[config.mk]
export PLATFORM = sky130hd
export DESIGN_NAME = spi_xfer_seq
export DESIGN_NICKNAME = d
export VERILOG_FILES = /design/src/rtl/spi_xfer_pkg.sv /design/src/rtl/spi_xfer_seq_wb.sv /design/src/rtl/spi_xfer_seq.sv
export SDC_FILE = /design/constraint.sdc
export NUM_CORES = 1
export LEC_CHECK = 0
export CAP_MARGIN = 20
export CORE_MARGIN = 3
export CORE_UTILIZATION = 23
export DETAILED_ROUTE_END_ITERATION = 8
export SYNTH_ARGS = -nofsm -noshare
export SYNTH_HDL_FRONTEND = slang
export SYNTH_HIERARCHICAL = 1
export SYNTH_SLANG_ARGS = --single-unit
[constraint.sdc]
create_clock -name clk -period 2.22 [get_ports clk]
set_input_delay 0.444 -clock clk [delete_from_list [all_inputs] [get_ports clk]]
set_output_delay 0.444 -clock clk [all_outputs]
set_load 0.01 [all_outputs]
[src/rtl/spi_xfer_pkg.sv]
// Shared types and constants for the SPI transfer sequencer.
// Register map and CSR words describe the platform SPI block's register pair.
package spi_xfer_pkg;

    typedef enum logic [2:0] {
        ST_IDLE    = 3'd0,
        ST_CS_ON   = 3'd1,
        ST_WAIT_TX = 3'd2,
        ST_WR_DATA = 3'd3,
        ST_POLL    = 3'd4,
        ST_RX_OUT  = 3'd5,
        ST_CS_OFF  = 3'd6
    } state_e;

    localparam logic [1:0]  SPI_CSR_ADDR  = 2'b00;
    localparam logic [1:0]  SPI_DATA_ADDR = 2'b01;

    localparam logic [31:0] CSR_CS_ON  = 32'h0000_0081;
    localparam logic [31:0] CSR_CS_OFF = 32'h0000_0080;

    localparam int SPI_BUSY_BIT = 31;

    // States in which the sequencer owns a platform bus access.
    function automatic logic is_bus_state(input state_e s);
        return (s == ST_CS_ON) || (s == ST_WR_DATA) || (s == ST_POLL) || (s == ST_CS_OFF);
    endfunction

endpackage

[src/rtl/spi_xfer_seq_wb.sv]
// Registered single-access Wishbone master: one access per accepted request,
// cyc dropped on the edge that sees ack, so at least one idle cycle follows.
module wb_single_xfer
    import spi_xfer_pkg::*;
(
    input  logic        clk,
    input  logic        rst_n,
    input  logic        req,
    input  logic [1:0]  req_addr,
    input  logic        req_we,
    input  logic [31:0] req_wdata,
    output logic        done,
    output logic [31:0] rdata,
    output logic [1:0]  wb_addr,
    output logic [31:0] wb_wdata,
    output logic        wb_we,
    output logic        wb_cyc,
    input  logic [31:0] wb_rdata,
    input  logic        wb_ack
);

    logic        cyc_q,   cyc_d;
    logic        we_q,    we_d;
    logic [1:0]  addr_q,  addr_d;
    logic [31:0] wdata_q, wdata_d;

    always_comb begin
        cyc_d   = cyc_q;
        we_d    = we_q;
        addr_d  = addr_q;
        wdata_d = wdata_q;
        if (cyc_q) begin
            if (wb_ack) begin
                cyc_d = 1'b0;
                we_d  = 1'b0;
            end
        end else if (req) begin
            // The cycle after an ack always has cyc_q low, which is the idle gap.
            cyc_d   = 1'b1;
            we_d    = req_we;
            addr_d  = req_addr;
            wdata_d = req_wdata;
        end
    end

    always_ff @(posedge clk or negedge rst_n) begin
        if (!rst_n) begin
            cyc_q   <= 1'b0;
            we_q    <= 1'b0;
            addr_q  <= SPI_CSR_ADDR;
            wdata_q <= 32'd0;
        end else begin
            cyc_q   <= cyc_d;
            we_q    <= we_d;
            addr_q  <= addr_d;
            wdata_q <= wdata_d;
        end
    end

    assign done     = cyc_q & wb_ack;
    assign rdata    = wb_rdata;
    assign wb_cyc   = cyc_q;
    assign wb_we    = we_q;
    assign wb_addr  = addr_q;
    assign wb_wdata = wdata_q;

endmodule

[src/rtl/spi_xfer_seq.sv]
// Byte-stream SPI sequencer: turns cmd/tx/rx streams into CSR and data register
// accesses on the platform SPI block, polling its busy bit per byte.
//
// state      | meaning
// IDLE       | waiting for a command, cmd_ready high
// CS_ON      | writing CSR: enable + chip select asserted
// WAIT_TX    | waiting for the next TX byte, tx_ready high
// WR_DATA    | writing the TX byte to the data register
// POLL       | reading the data register until busy clears
// RX_OUT     | presenting the captured byte on the RX stream
// CS_OFF     | writing CSR: enable kept, chip select released
module spi_xfer_seq
    import spi_xfer_pkg::*;
#(
    parameter int LEN_W = 12
) (
    input  logic             clk,
    input  logic             rst_n,
    input  logic [LEN_W-1:0] cmd_len,
    input  logic             cmd_keep_cs,
    input  logic             cmd_valid,
    output logic             cmd_ready,
    input  logic [7:0]       tx_data,
    input  logic             tx_valid,
    output logic             tx_ready,
    output logic [7:0]       rx_data,
    output logic             rx_valid,
    input  logic             rx_ready,
    output logic             busy,
    output logic [1:0]       wb_addr,
    output logic [31:0]      wb_wdata,
    output logic             wb_we,
    output logic             wb_cyc,
    input  logic [31:0]      wb_rdata,
    input  logic             wb_ack
);

    localparam logic [LEN_W-1:0] LEN_ONE = {{(LEN_W-1){1'b0}}, 1'b1};

    state_e           state_q,    state_d;
    logic [LEN_W-1:0] count_q,    count_d;
    logic             keep_q,     keep_d;
    logic [7:0]       byte_q,     byte_d;
    logic [7:0]       rx_data_q,  rx_data_d;
    logic             rx_valid_q, rx_valid_d;
    logic [LEN_W-1:0] count_dec;

    logic        xfer_req;
    logic [1:0]  xfer_addr;
    logic        xfer_we;
    logic [31:0] xfer_wdata;
    logic        xfer_done;
    logic [31:0] xfer_rdata;
    logic        unused_rdata_bits;

    assign unused_rdata_bits = ^xfer_rdata[30:8];

    // Zero is tested before subtracting, so the count can never wrap.
    assign count_dec = (count_q != '0) ? (count_q - LEN_ONE) : '0;

    always_comb begin
        state_d    = state_q;
        count_d    = count_q;
        keep_d     = keep_q;
        byte_d     = byte_q;
        rx_data_d  = rx_data_q;
        rx_valid_d = rx_valid_q;
        xfer_req   = is_bus_state(state_q);
        xfer_addr  = SPI_CSR_ADDR;
        xfer_we    = 1'b0;
        xfer_wdata = 32'd0;

        case (state_q)
            ST_IDLE: begin
                if (cmd_valid) begin
                    count_d = cmd_len;
                    keep_d  = cmd_keep_cs;
                    state_d = ST_CS_ON;
                end
            end
            ST_CS_ON: begin
                xfer_we    = 1'b1;
                xfer_wdata = CSR_CS_ON;
                if (xfer_done) begin
                    if (count_q != '0) begin
                        state_d = ST_WAIT_TX;
                    end else begin
                        state_d = keep_q ? ST_IDLE : ST_CS_OFF;
                    end
                end
            end
            ST_WAIT_TX: begin
                if (tx_valid) begin
                    byte_d  = tx_data;
                    state_d = ST_WR_DATA;
                end
            end
            ST_WR_DATA: begin
                xfer_addr  = SPI_DATA_ADDR;
                xfer_we    = 1'b1;
                xfer_wdata = {24'd0, byte_q};
                if (xfer_done) begin
                    state_d = ST_POLL;
                end
            end
            ST_POLL: begin
                // A busy read simply stays here; the held request re-issues it.
                xfer_addr = SPI_DATA_ADDR;
                if (xfer_done && !xfer_rdata[SPI_BUSY_BIT]) begin
                    rx_data_d  = xfer_rdata[7:0];
                    rx_valid_d = 1'b1;
                    state_d    = ST_RX_OUT;
                end
            end
            ST_RX_OUT: begin
                if (rx_ready) begin
                    rx_valid_d = 1'b0;
                    count_d    = count_dec;
                    if (count_dec != '0) begin
                        state_d = ST_WAIT_TX;
                    end else begin
                        state_d = keep_q ? ST_IDLE : ST_CS_OFF;
                    end
                end
            end
            ST_CS_OFF: begin
                xfer_we    = 1'b1;
                xfer_wdata = CSR_CS_OFF;
                if (xfer_done) begin
                    state_d = ST_IDLE;
                end
            end
            default: begin
                state_d    = ST_IDLE;
                rx_valid_d = 1'b0;
            end
        endcase
    end

    always_ff @(posedge clk or negedge rst_n) begin
        if (!rst_n) begin
            state_q    <= ST_IDLE;
            count_q    <= '0;
            keep_q     <= 1'b0;
            byte_q     <= 8'd0;
            rx_data_q  <= 8'd0;
            rx_valid_q <= 1'b0;
        end else begin
            state_q    <= state_d;
            count_q    <= count_d;
            keep_q     <= keep_d;
            byte_q     <= byte_d;
            rx_data_q  <= rx_data_d;
            rx_valid_q <= rx_valid_d;
        end
    end

    wb_single_xfer u_wb (
        .clk       (clk),
        .rst_n     (rst_n),
        .req       (xfer_req),
        .req_addr  (xfer_addr),
        .req_we    (xfer_we),
        .req_wdata (xfer_wdata),
        .done      (xfer_done),
        .rdata     (xfer_rdata),
        .wb_addr   (wb_addr),
        .wb_wdata  (wb_wdata),
        .wb_we     (wb_we),
        .wb_cyc    (wb_cyc),
        .wb_rdata  (wb_rdata),
        .wb_ack    (wb_ack)
    );

    assign cmd_ready = (state_q == ST_IDLE);
    assign busy      = (state_q != ST_IDLE);
    assign tx_ready  = (state_q == ST_WAIT_TX);
    assign rx_data   = rx_data_q;
    assign rx_valid  = rx_valid_q;

endmodule

==> results of run 1 <==
## how the worst max path moves through the flow
stage,from,end
floorplan,count_q[0],count_q[4]
global placement,wb_ack,state_q[2]
detailed placement,wb_ack,state_q[2]
CTS,state_q[2],cmd_ready
global route,count_q[0],state_q[2]
finish,state_q[1],cmd_ready
## through the flow
stage | instance area, µm² | instances | utilization (%) | worst slack [ps] | power, µW
finish | 5010 | 589 | 33.7 | 114 | 7700
global route | 5010 | 589 | 33.7 | 29.3 | 8260
CTS | 5000 | 588 | 33.6 | 17.8 | 7790
detailed placement | 4650 | 570 | 31.3 | -111 | 6100
global placement | 4650 | 570 | 31.3 | -69.9 | 5980
floorplan | 3660 | 311 | - | 250 | 4750
## metal layers
layer	up-vias	wire, µm	track usage (%)
li1	1224	-	-
met1	1252	3670	12.6
met2	67	4030	16.6
met3	11	447	4.27
met4	0	126	3.69
met5	-	0	0
## registers in the layout (all words and copies together), names as in the netlist
register,cells
u_wb/wb_wdata,32
count_q,12
byte_q,8
rx_data,8
state_q,3
u_wb/wb_addr,2
keep_q,1
rx_valid,1
u_wb/wb_cyc,1
u_wb/wb_we,1
## cell usage in the layout (no fill, tap or decap), types with 6 or more instances in the layout
master and count:
a21oi_1 6, a22o_1 8, and2_1 10, buf_4 16
clkbuf_16 9, clkdlybuf4s50_1 81, conb_1 25, dfrtp_1 67
inv_1 9, mux2_2 25, mux2_4 30, nand2_1 16
nor2_1 15, o21ai_0 13
## area by class of cell
class	count	area share (%)
tap	184	4.59
clock inverter	6	1.87
timing repair buffer	100	19.2
inverter	11	0.824
sequential	69	34.5
multi-input combinational	209	34.2
clock buffer	10	4.77
## repair_timing
action	CTS	global route
hold endpoints to repair	0	0
setup endpoints to repair	3	2
setup buffers	2	1
resized for setup	4	1
## critical path, cell delays in order (launching register included)
cell	delay [ps]
dfrtp_1	470
nor3_2	160
buf_4	160
clkdlybuf4s50_1	530
## where the power goes
part           total [µW]  leakage (µW)  internal, µW  switching (µW)
logic                3740       0.00122          2210            1530
clock network        1600      0.000160          1020             580
registers            2350      0.000840          1890             461
==> impl_metrics.tcl, run 1 <==
set metrics [dict create \
    via_count 2554 \
    core_mm2 0.0149 \
    crit_required_ps 1780 \
    critical_path_class "register to output port" \
    multi_input_area_mm2 0.00171 \
    syn_inst 287 \
    clk_pin_slew_worst_paths_ps 60 \
    drive_above_1_share_pct 25.4 \
    hpwl_mm 5.92 \
    dr.pass1.iters 4 \
    fin_crit_ps 2110 \
    rrSetupSlack_ps 190 \
    cts_tree "done" \
    fp.dieW_um 131 \
    cap_violations 0 \
    setup_viol 0 \
    timing.hold.ws_ps 106 \
    grt_pass1_wl_mm 13.7 \
    arrival_ps 1660 \
    path_max_fanout 8 \
    tightest_slew_ps 719 \
    post_synth.cell_area_avg_um2 12.4 \
    final-seq-area_mm2 0.00173 \
    ys_warn_count 6 \
    r2r_cells 7 \
    critPathCaptureType "output port" \
    start_kind "register" \
    grt_usage_pct 10.4 \
    grt_max_degree 47 \
    die_area_mm2 0.0171 \
    first_iter_violations 137 \
    clock_latency_ps 340 \
    gp_congestion 0.800 \
    cts_buffers 9 \
    cts.path.max_buffers 2 \
    min_path_type "primary input to async pin" \
    syn_area_mm2 0.00357 \
    ant_nets 0 \
    io_buffers 83 \
    slew_viol_final 0 \
    route.detailed.drc 0 \
    finalNetCount 462 \
    clock-sinks 69 \
    viasPerCell 4.34 \
    skew_ps 8.80 \
    ioPinCount 107 \
    r2r-start "count_q[0]" \
    setup_tns_ps 0 \
    grt_pass1_vias 2717 \
    period_share_pct 94.9 \
    finalHoldViolations 0 \
    antenna_found_initial 0 \
    root_buffer "clkbuf_16" \
    status "finished clean" \
    totalWireLength_mm 8.28 \
    slew_headroom_pct 51.7 \
    syn_to_final_growth_pct 40.4 \
    htreeDepth 3 \
    rsz0062_at_grt "false" \
    max_freq_ghz 0.475 \
    p_leak_uw 0.00222 \
    gr-total-overflow 0 \
    hold_buffers 0 \
    rr_endpoint "count_q[4]" \
    die_h_um 131 \
    antenna_cells 0 \
    num-fill-cells 1488 \
    vdd_ir_drop_max_v 0.000579 \
    power_density_mw_per_mm2 1540 \
    start_util_pct 24.0 \
    avgRoutedWirePerCell_um 14.1 \
    rows 44 \
]
No activity file was read; power rests on OpenSTA's default activity.
==> run 2, diff against run 1 <==
--- a/config.mk
+++ b/config.mk
@@ -9,6 +9,7 @@
 export CORE_MARGIN = 3
 export CORE_UTILIZATION = 23
 export DETAILED_ROUTE_END_ITERATION = 8
+export GPL_TIMING_DRIVEN = 0
 export SYNTH_ARGS = -nofsm -noshare
 export SYNTH_HDL_FRONTEND = slang
 export SYNTH_HIERARCHICAL = 1
==> run 2 against run 1 <==
Maximum frequency rose by 0.19%. First-iteration DRC count fell by 12%. Clock skew rose by 1.8 ps. Global-route usage fell by 0.11 points. Power fell by 0.93%. Combinational power rose by 3%. Die area did not move. Sequential share of layout area rose by 0.062 points.
==> impl_metrics.tcl, run 2 (synthesis results as in run 1) <==
set metrics [dict create \
    grt_max_degree 49 \
    max_freq_ghz 0.476 \
    gr-total-overflow 0 \
    totalWireLength_mm 8.31 \
    via_count 2616 \
    antenna_cells 0 \
    clock-sinks 69 \
    slew_headroom_pct 50.2 \
    core_mm2 0.0149 \
    arrival_ps 2330 \
    critPathCaptureType "register" \
    ioPinCount 107 \
    grt_pass1_vias 2614 \
    root_buffer "clkbuf_16" \
    finalNetCount 462 \
    ant_nets 0 \
    setup_viol 0 \
    path_max_fanout 7 \
    viasPerCell 4.44 \
    io_buffers 74 \
    skew_ps 10.6 \
    route.detailed.drc 0 \
    crit_required_ps 2450 \
    timing.hold.ws_ps 333 \
    fp.dieW_um 131 \
    start_kind "register" \
    syn_to_final_growth_pct 40.0 \
    dr.pass1.iters 4 \
    first_iter_violations 121 \
    final-seq-area_mm2 0.00173 \
    p_leak_uw 0.00223 \
    largest_reg_flops 32 \
    vdd_ir_drop_max_v 0.000583 \
    period_share_pct 94.7 \
    cts.path.max_buffers 2 \
    drive_above_1_share_pct 26.2 \
    layout_common_cells "70 x clkdlybuf4s50_1, 69 x dfrtp_1, 30 x mux2_4" \
    cts_buffers 9 \
    avgRoutedWirePerCell_um 14.1 \
    gp_congestion 0.847 \
    final_common_cell "clkdlybuf4s50_1" \
    clock_latency_ps 340 \
    cts_tree "done" \
    layoutNonFillerInstCount 589 \
    status "finished clean" \
    dp.cells 570 \
    tightest_slew_ps 742 \
    setup_tns_ps 0 \
    rsz0062_at_grt "false" \
    num-fill-cells 1463 \
    cap_violations 0 \
    htreeDepth 3 \
    clk_pin_slew_worst_paths_ps 70 \
    start_util_pct 24.0 \
    rows 44 \
    multi_input_area_mm2 0.00172 \
    fin_crit_ps 2100 \
    power_density_mw_per_mm2 1530 \
    finalHoldViolations 0 \
    antenna_found_initial 0 \
    hpwl_mm 6.04 \
    die_h_um 131 \
    die_area_mm2 0.0171 \
    slew_viol_final 0 \
    critical_path_class "register to register" \
    grt_usage_pct 10.3 \
    min_path_type "primary input to register" \
    grt_pass1_wl_mm 13.5 \
]
[run 2: worst paths after layout]
path                        startpoint           endpoint  slack, ps  depth (start not counted)
min                        wb_rdata[2]         rx_data[2]        330                          2
max                         count_q[0]         count_q[4]        120                          7
min reg2reg                  byte_q[4]          byte_q[4]        500                          1
max in group asynchronous        rst_n        count_q[10]       1120                          3
min in group asynchronous        rst_n  u_wb/wb_wdata[13]        550                          2
max reg2reg                 count_q[0]         count_q[4]        120                          7
[run 2: worst max-delay path: stages, from the launching register on]
cell	delay, ps
dfrtp_1	450
inv_1	110
ha_1	240
nor3b_4	300
nand4_4	190
nor2b_4	210
a32o_1	260
a22o_1	230
[run 2: cell type report]
| type | instances | area share, % |
|---|---|---|
| plain buffers | 22 | 3.86 |
| clock buffers | 9 | 4.51 |
| clock inverters | 7 | 1.48 |
| inverters | 11 | 0.826 |
| multi-input cells | 209 | 34.3 |
| flip-flops and latches | 69 | 34.6 |
| well taps | 184 | 4.61 |
| repair buffers | 78 | 15.8 |
[run 2: metrics by stage]
stage / power, µW / utilization [%] / instance area [µm²] / worst slack, ps
after floorplan: 4750 / - / 3660 / 250
after global placement: 6080 / 31.2 / 4630 / -1810
after detailed placement: 6180 / 31.3 / 4660 / -205
after CTS: 7720 / 33.5 / 4980 / 29.5
after global routing: 8150 / 33.6 / 5000 / 4.93
final: 7630 / 33.6 / 5000 / 118
[run 2: per-layer routing]
metal	GRT usage [%]	share of wire [%]
met1	13.2	45
met4	4.42	2.0
met3	3.37	5.1
met5	0	0
met2	15.9	48
[run 2: repair_timing]
item	CTS	global route
buffers inserted	1	1
hold buffers	1	0
endpoints found under the setup margin	6	4
pin swaps	1	1
resized for setup	5	3
hold endpoints to repair	5	0
[run 2: where the power goes]
group	switching (µW)	total [µW]	internal (µW)
logic	1590	3840	2250
clock network	589	1460	875
registers	439	2330	1890
total	2620	7630	5010
==> run 3, diff against run 2 <==
--- a/config.mk
+++ b/config.mk
@@ -10,6 +10,7 @@
 export CORE_UTILIZATION = 23
 export DETAILED_ROUTE_END_ITERATION = 8
 export GPL_TIMING_DRIVEN = 0
+export HOLD_SLACK_MARGIN = 0.06
 export SYNTH_ARGS = -nofsm -noshare
 export SYNTH_HDL_FRONTEND = slang
 export SYNTH_HIERARCHICAL = 1
==> results of run 3 <==
The final DEF is identical to that of run 2; final timing and power are the same.
